File: config.mk
export PLATFORM = sky130hd
export DESIGN_NAME = mux2to1_arb
export DESIGN_NICKNAME = d
export VERILOG_FILES = /design/src/rtl/mux_arb_pkg.sv /design/src/rtl/mux2to1_w.sv /design/src/rtl/mux2to1_arb.sv
export SDC_FILE = /design/constraint.sdc
export NUM_CORES = 1
export LEC_CHECK = 0
export CORE_MARGIN = 4
export CORE_UTILIZATION = 39
export DETAILED_ROUTE_END_ITERATION = 7
export GPL_ROUTABILITY_DRIVEN = 1
export PLACE_DENSITY = 0.7
export SYNTH_ARGS = -nofsm -noshare
export SYNTH_HDL_FRONTEND = slang
export SYNTH_SLANG_ARGS = --single-unit
File: constraint.sdc
create_clock -name clk -period 2.2 [get_ports clk]
set_input_delay 0.44 -clock clk [delete_from_list [all_inputs] [get_ports clk]]
set_output_delay 0.44 -clock clk [all_outputs]
set_load 0.05 [all_outputs]
File: src/rtl/mux_arb_pkg.sv
// Shared definitions for the 2:1 arbitrated mux: state encodings and defaults.
package mux_arb_pkg;

  typedef enum logic [1:0] {
    IDLE = 2'd0,
    G0   = 2'd1,
    G1   = 2'd2
  } state_t;

  localparam int DEF_W        = 8;
  localparam int DEF_MAX_HOLD = 4;

endpackage

File: src/rtl/mux2to1_w.sv
// W-bit combinational 2:1 multiplexer feeding the arbiter's output register.
module mux2to1_w #(
  parameter int W = 8
) (
  input  logic [W-1:0] a,
  input  logic [W-1:0] b,
  input  logic         s,
  output logic [W-1:0] y
);

  // Select b when s is high, otherwise a.
  always_comb begin
    y = s ? b : a;
  end

endmodule

File: src/rtl/mux2to1_arb.sv
// Two-requester arbiter with a bounded hold time, driving a registered 2:1 mux.
// Ties from IDLE go to the requester not served last; an owner that keeps its
// request is pre-empted after MAX_HOLD cycles only if the other side waits.
module mux2to1_arb
  import mux_arb_pkg::*;
#(
  parameter int W        = DEF_W,
  parameter int MAX_HOLD = DEF_MAX_HOLD
) (
  input  logic         clk,
  input  logic         rst,
  input  logic         req0,
  input  logic         req1,
  input  logic [W-1:0] d0,
  input  logic [W-1:0] d1,
  output logic         gnt0,
  output logic         gnt1,
  output logic         s,
  output logic [W-1:0] y,
  output logic         valid
);

  localparam int            HW       = $clog2(MAX_HOLD + 1);
  localparam logic [HW-1:0] HOLD_MAX = HW'(MAX_HOLD);

  state_t        state;
  state_t        state_nxt;
  logic [HW-1:0] hold;
  logic          last;
  logic          s_nxt;
  logic          granted;
  logic          entering;
  logic [W-1:0]  mux_y;

  assign gnt0     = (state == G0);
  assign gnt1     = (state == G1);
  assign granted  = gnt0 | gnt1;
  assign entering = (state_nxt != IDLE) && (state_nxt != state);

  // Next-state and next-select decision.
  always_comb begin
    state_nxt = state;
    s_nxt     = s;
    case (state)
      IDLE: begin
        if (req0 && req1)  state_nxt = last ? G0 : G1;
        else if (req0)     state_nxt = G0;
        else if (req1)     state_nxt = G1;
        else               state_nxt = IDLE;
      end
      G0: begin
        if (!req0)                          state_nxt = req1 ? G1 : IDLE;
        else if (hold == HOLD_MAX && req1)  state_nxt = G1;
        else                                state_nxt = G0;
      end
      G1: begin
        if (!req1)                          state_nxt = req0 ? G0 : IDLE;
        else if (hold == HOLD_MAX && req0)  state_nxt = G0;
        else                                state_nxt = G1;
      end
      default: state_nxt = IDLE;
    endcase
    if (state_nxt == G0)      s_nxt = 1'b0;
    else if (state_nxt == G1) s_nxt = 1'b1;
  end

  mux2to1_w #(.W(W)) u_mux (
    .a (d0),
    .b (d1),
    .s (s_nxt),
    .y (mux_y)
  );

  // State, select, hold counter, last-served and the output data register.
  always_ff @(posedge clk) begin
    if (rst) begin
      state <= IDLE;
      s     <= 1'b0;
      hold  <= '0;
      last  <= 1'b1;
      y     <= '0;
      valid <= 1'b0;
    end else begin
      state <= state_nxt;
      s     <= s_nxt;
      if (entering) begin
        hold <= HW'(1);
        last <= s_nxt;
      end else if (state_nxt != IDLE) begin
        if (hold != HOLD_MAX) hold <= hold + HW'(1);
      end else begin
        hold <= '0;
      end
      y     <= granted ? mux_y : '0;
      valid <= granted;
    end
  end

endmodule

==> impl_metrics.csv <==
group,metric,value,unit
clock_tree,clk_pin_slew,0.09,ns
setup_path,cp_max_fo,6,
synthesis,synth_area,910.9,um2
timing,finalClockSkew,0.002711,ns
routing,top_layer_used,"met4",
synthesis,syn_avg_cell_area,9.295,um2
synthesis,async_reset_ff_share,0,%
global_routing,grt_use_total,13.90,%
final_layout,n_antenna_cell,0,
clock_tree,clkLatencyLatePin,0.29,ns
synthesis,yosys_warnings,0,
final_layout,final_nets,164,
synthesis,netlist.area_leader.share,35.16,%
setup_path,crit_required,2.38,ns
timing,period_needed,2.042,ns
global_routing,grt_max_degree,13,
synthesis,synth_seq_cells,16,
synthesis,synthTopCellsByCount,"dfxtp_1 (16), a21oi_1 (12), nand3b_1 (8), o21ai_1 (8)",
routing,via_count,859,
floorplanning,die_h,56.33,um
clock_tree,cts_buffers,3,
timing,setup_slack,0.1585,ns
final_layout,fin_area,1355,um2
setup_path,worstSetupPathType,"flip-flop to flip-flop",
clock_tree,ctsLongestPathBuffers,2,
worst_hold_path,hp-class,"flip-flop to flip-flop",
routing,drt-met1-wl,935,um
routing,wl_met2,1017,um
clock_tree,cts_tree,"done",
power,power.leakage,0.0005104,uW
timing,relSlewSlack,66.17,%
placement,gp_congestion,0.8522,
placement,portBuffers,31,
floorplanning,io_pins,32,
synthesis,ys.flop_type,"dfxtp_1",
routing,wl_per_cell,12.70,um
synthesis,ys_top_cells_by_area,"dfxtp_1 (35%), ha_1 (8.2%), a21oi_1 (6.6%)",
final_layout,area_growth,48.76,%
synthesis,synth.most_common_cell,"dfxtp_1",
timing,setup_viol,0,
final_layout,drive_above_1_share,20.44,%
placement,post_dp_cell_area,1290,um2
timing,worstMarginPinSlew,0.5059,ns
clock_tree,hold_buffers,0,
synthesis,synth-seq-area-share,35.16,%
timing,rsz0062_at_grt,"false",
setup_path,cp-start-kind,"flip-flop",
global_routing,antenna_found_initial,0,
clock_tree,clock-sinks,16,
floorplanning,die_area,3173,um2
timing,maxSlewViolCount,0,
setup_path,cp.arrival,2.22,ns
global_routing,grt_pass1_wl,3553,um
routing,drt_iter0_markers,22,
timing,hold_violations,0,
routing,postRouteAntennaNets,0,
synthesis,yosysUniqueCellTypes,32,
power,p_per_area,691.8,nW/um2
placement,dp_hpwl,1702,um
setup_path,cp-end-kind,"flip-flop",
global_routing,grt_pass1_vias,802,
power,power.ir.vdd_worst,483.7,uV
synthesis,yosysTopAreaCell,"dfxtp_1",
routing,routed-wl-met3,126,um
floorplanning,die_w,56.33,um
timing,timing.final.crit_share,92.80,%
routing,drc,0,
timing,max_freq,489.8,MHz
routing,finalWirelength,2095,um
synthesis,synthCells,98,
timing,fin_tns_setup,0,ns
synthesis,syn-num-nets,124,
routing,viasPerCell,5.206,
flow_run,cap_violations,0,
global_routing,overflow,0,
floorplanning,core_region_area,2212,um2
final_layout,fin_util,61.26,%
synthesis,synth_edf_count,0,
routing,dr.pass1.iters,4,
clock_tree,cts_max_level,1,
outcome,run_status,"complete, no violations",
clock_tree,clock-root-buffer,"clkbuf_4",
floorplanning,start_util,41.18,%
placement,pre_cts_ws,0.0001337,ns
floorplanning,rows,17,
[flip-flops by register name, indices dropped and copies added, names as in the netlist]
signal  cells
y           8
hold        3
state       2
last        1
s           1
valid       1
[final timing paths]
kind / from / endpoint / slack [ns] / cells after the start
setup / recovery: state[0] / last / 0.16 / 9
hold / removal: hold[1] / hold[1] / 0.57 / 2
setup reg to reg: state[0] / last / 0.16 / 9
hold reg to reg: hold[1] / hold[1] / 0.57 / 2
[per-layer routing]
layer / vias up / global-route usage (%)
li1: 435 / -
met3: 2 / 4.598
met4: 0 / 3.051
met5: - / 0
met2: 20 / 23.21
met1: 402 / 17.34
[worst max-delay path, stage by stage, from the launching register on]
cell,delay (ns)
dfxtp_1,0.32
buf_4,0.15
ha_2,0.21
or2_2,0.31
nor2_2,0.17
a311oi_4,0.04
buf_4,0.17
nor2_4,0.13
a221oi_1,0.09
or3_1,0.34
[cells in the final DEF (no fill, tap or decap), types with 2 or more instances in the layout]
cell type         n
dfxtp_2           2
clkdlybuf4s50_1  29
a211oi_1          2
dfxtp_1          14
inv_1             6
ha_1              4
o21ai_0           4
nor3_1            3
buf_4            10
nor2_1            3
nand3b_1          8
nand2b_1          4
clkbuf_4          3
xnor2_1           2
a21oi_1          12
o21ai_1           8
[cell families (layout without fill, tap and decap cells)]
logic type                 Yosys count  count (layout)  synth area share (%)
xor gates and xnor gates             2               2                 1.923
buffers and inverters               10              49                 5.769
AOI/OAI and AO/OA                   35              35                 25.96
muxes                                2               2                 2.610
and+or+nand+nor                     27              27                 20.33
DFF                                 16              16                 35.17
adders and majority gates            6               6                 8.242
[cell type report]
class                           instances  area [um2]
Timing Repair Buffer                   39       365.4
Inverter                                6       22.52
Fill cell                             206       857.1
Multi-Input combinational cell         72       573.1
Sequential cell                        16       322.8
Clock buffer                            4       36.28
Tap cell                               28       35.03
[metrics by stage]
step	std cells	hold slack (ns)	total power, uW
2_1_floorplan	98	0.5204	607.5
3_3_place_gp	160	0.5697	731.6
3_5_place_dp	160	0.5644	739.3
4_1_cts	164	0.5776	934.1
5_1_grt	165	0.6083	991.2
6_report	165	0.5663	937.4
[where the power goes]
| part | internal, uW | leakage (uW) | switching [uW] |
|---|---|---|---|
| Clock | 101 | 0.0000210 | 94.0 |
| Sequential | 318 | 0.000131 | 15.7 |
| Combinational | 180 | 0.000358 | 229 |
| Total | 599 | 0.000510 | 339 |
[repair_timing]
action                     in CTS  in global routing
buffers inserted                0                  1
setup endpoints to repair       0                 12
resized for setup               0                  6
Note: power is estimated with default switching activity, not from simulation.
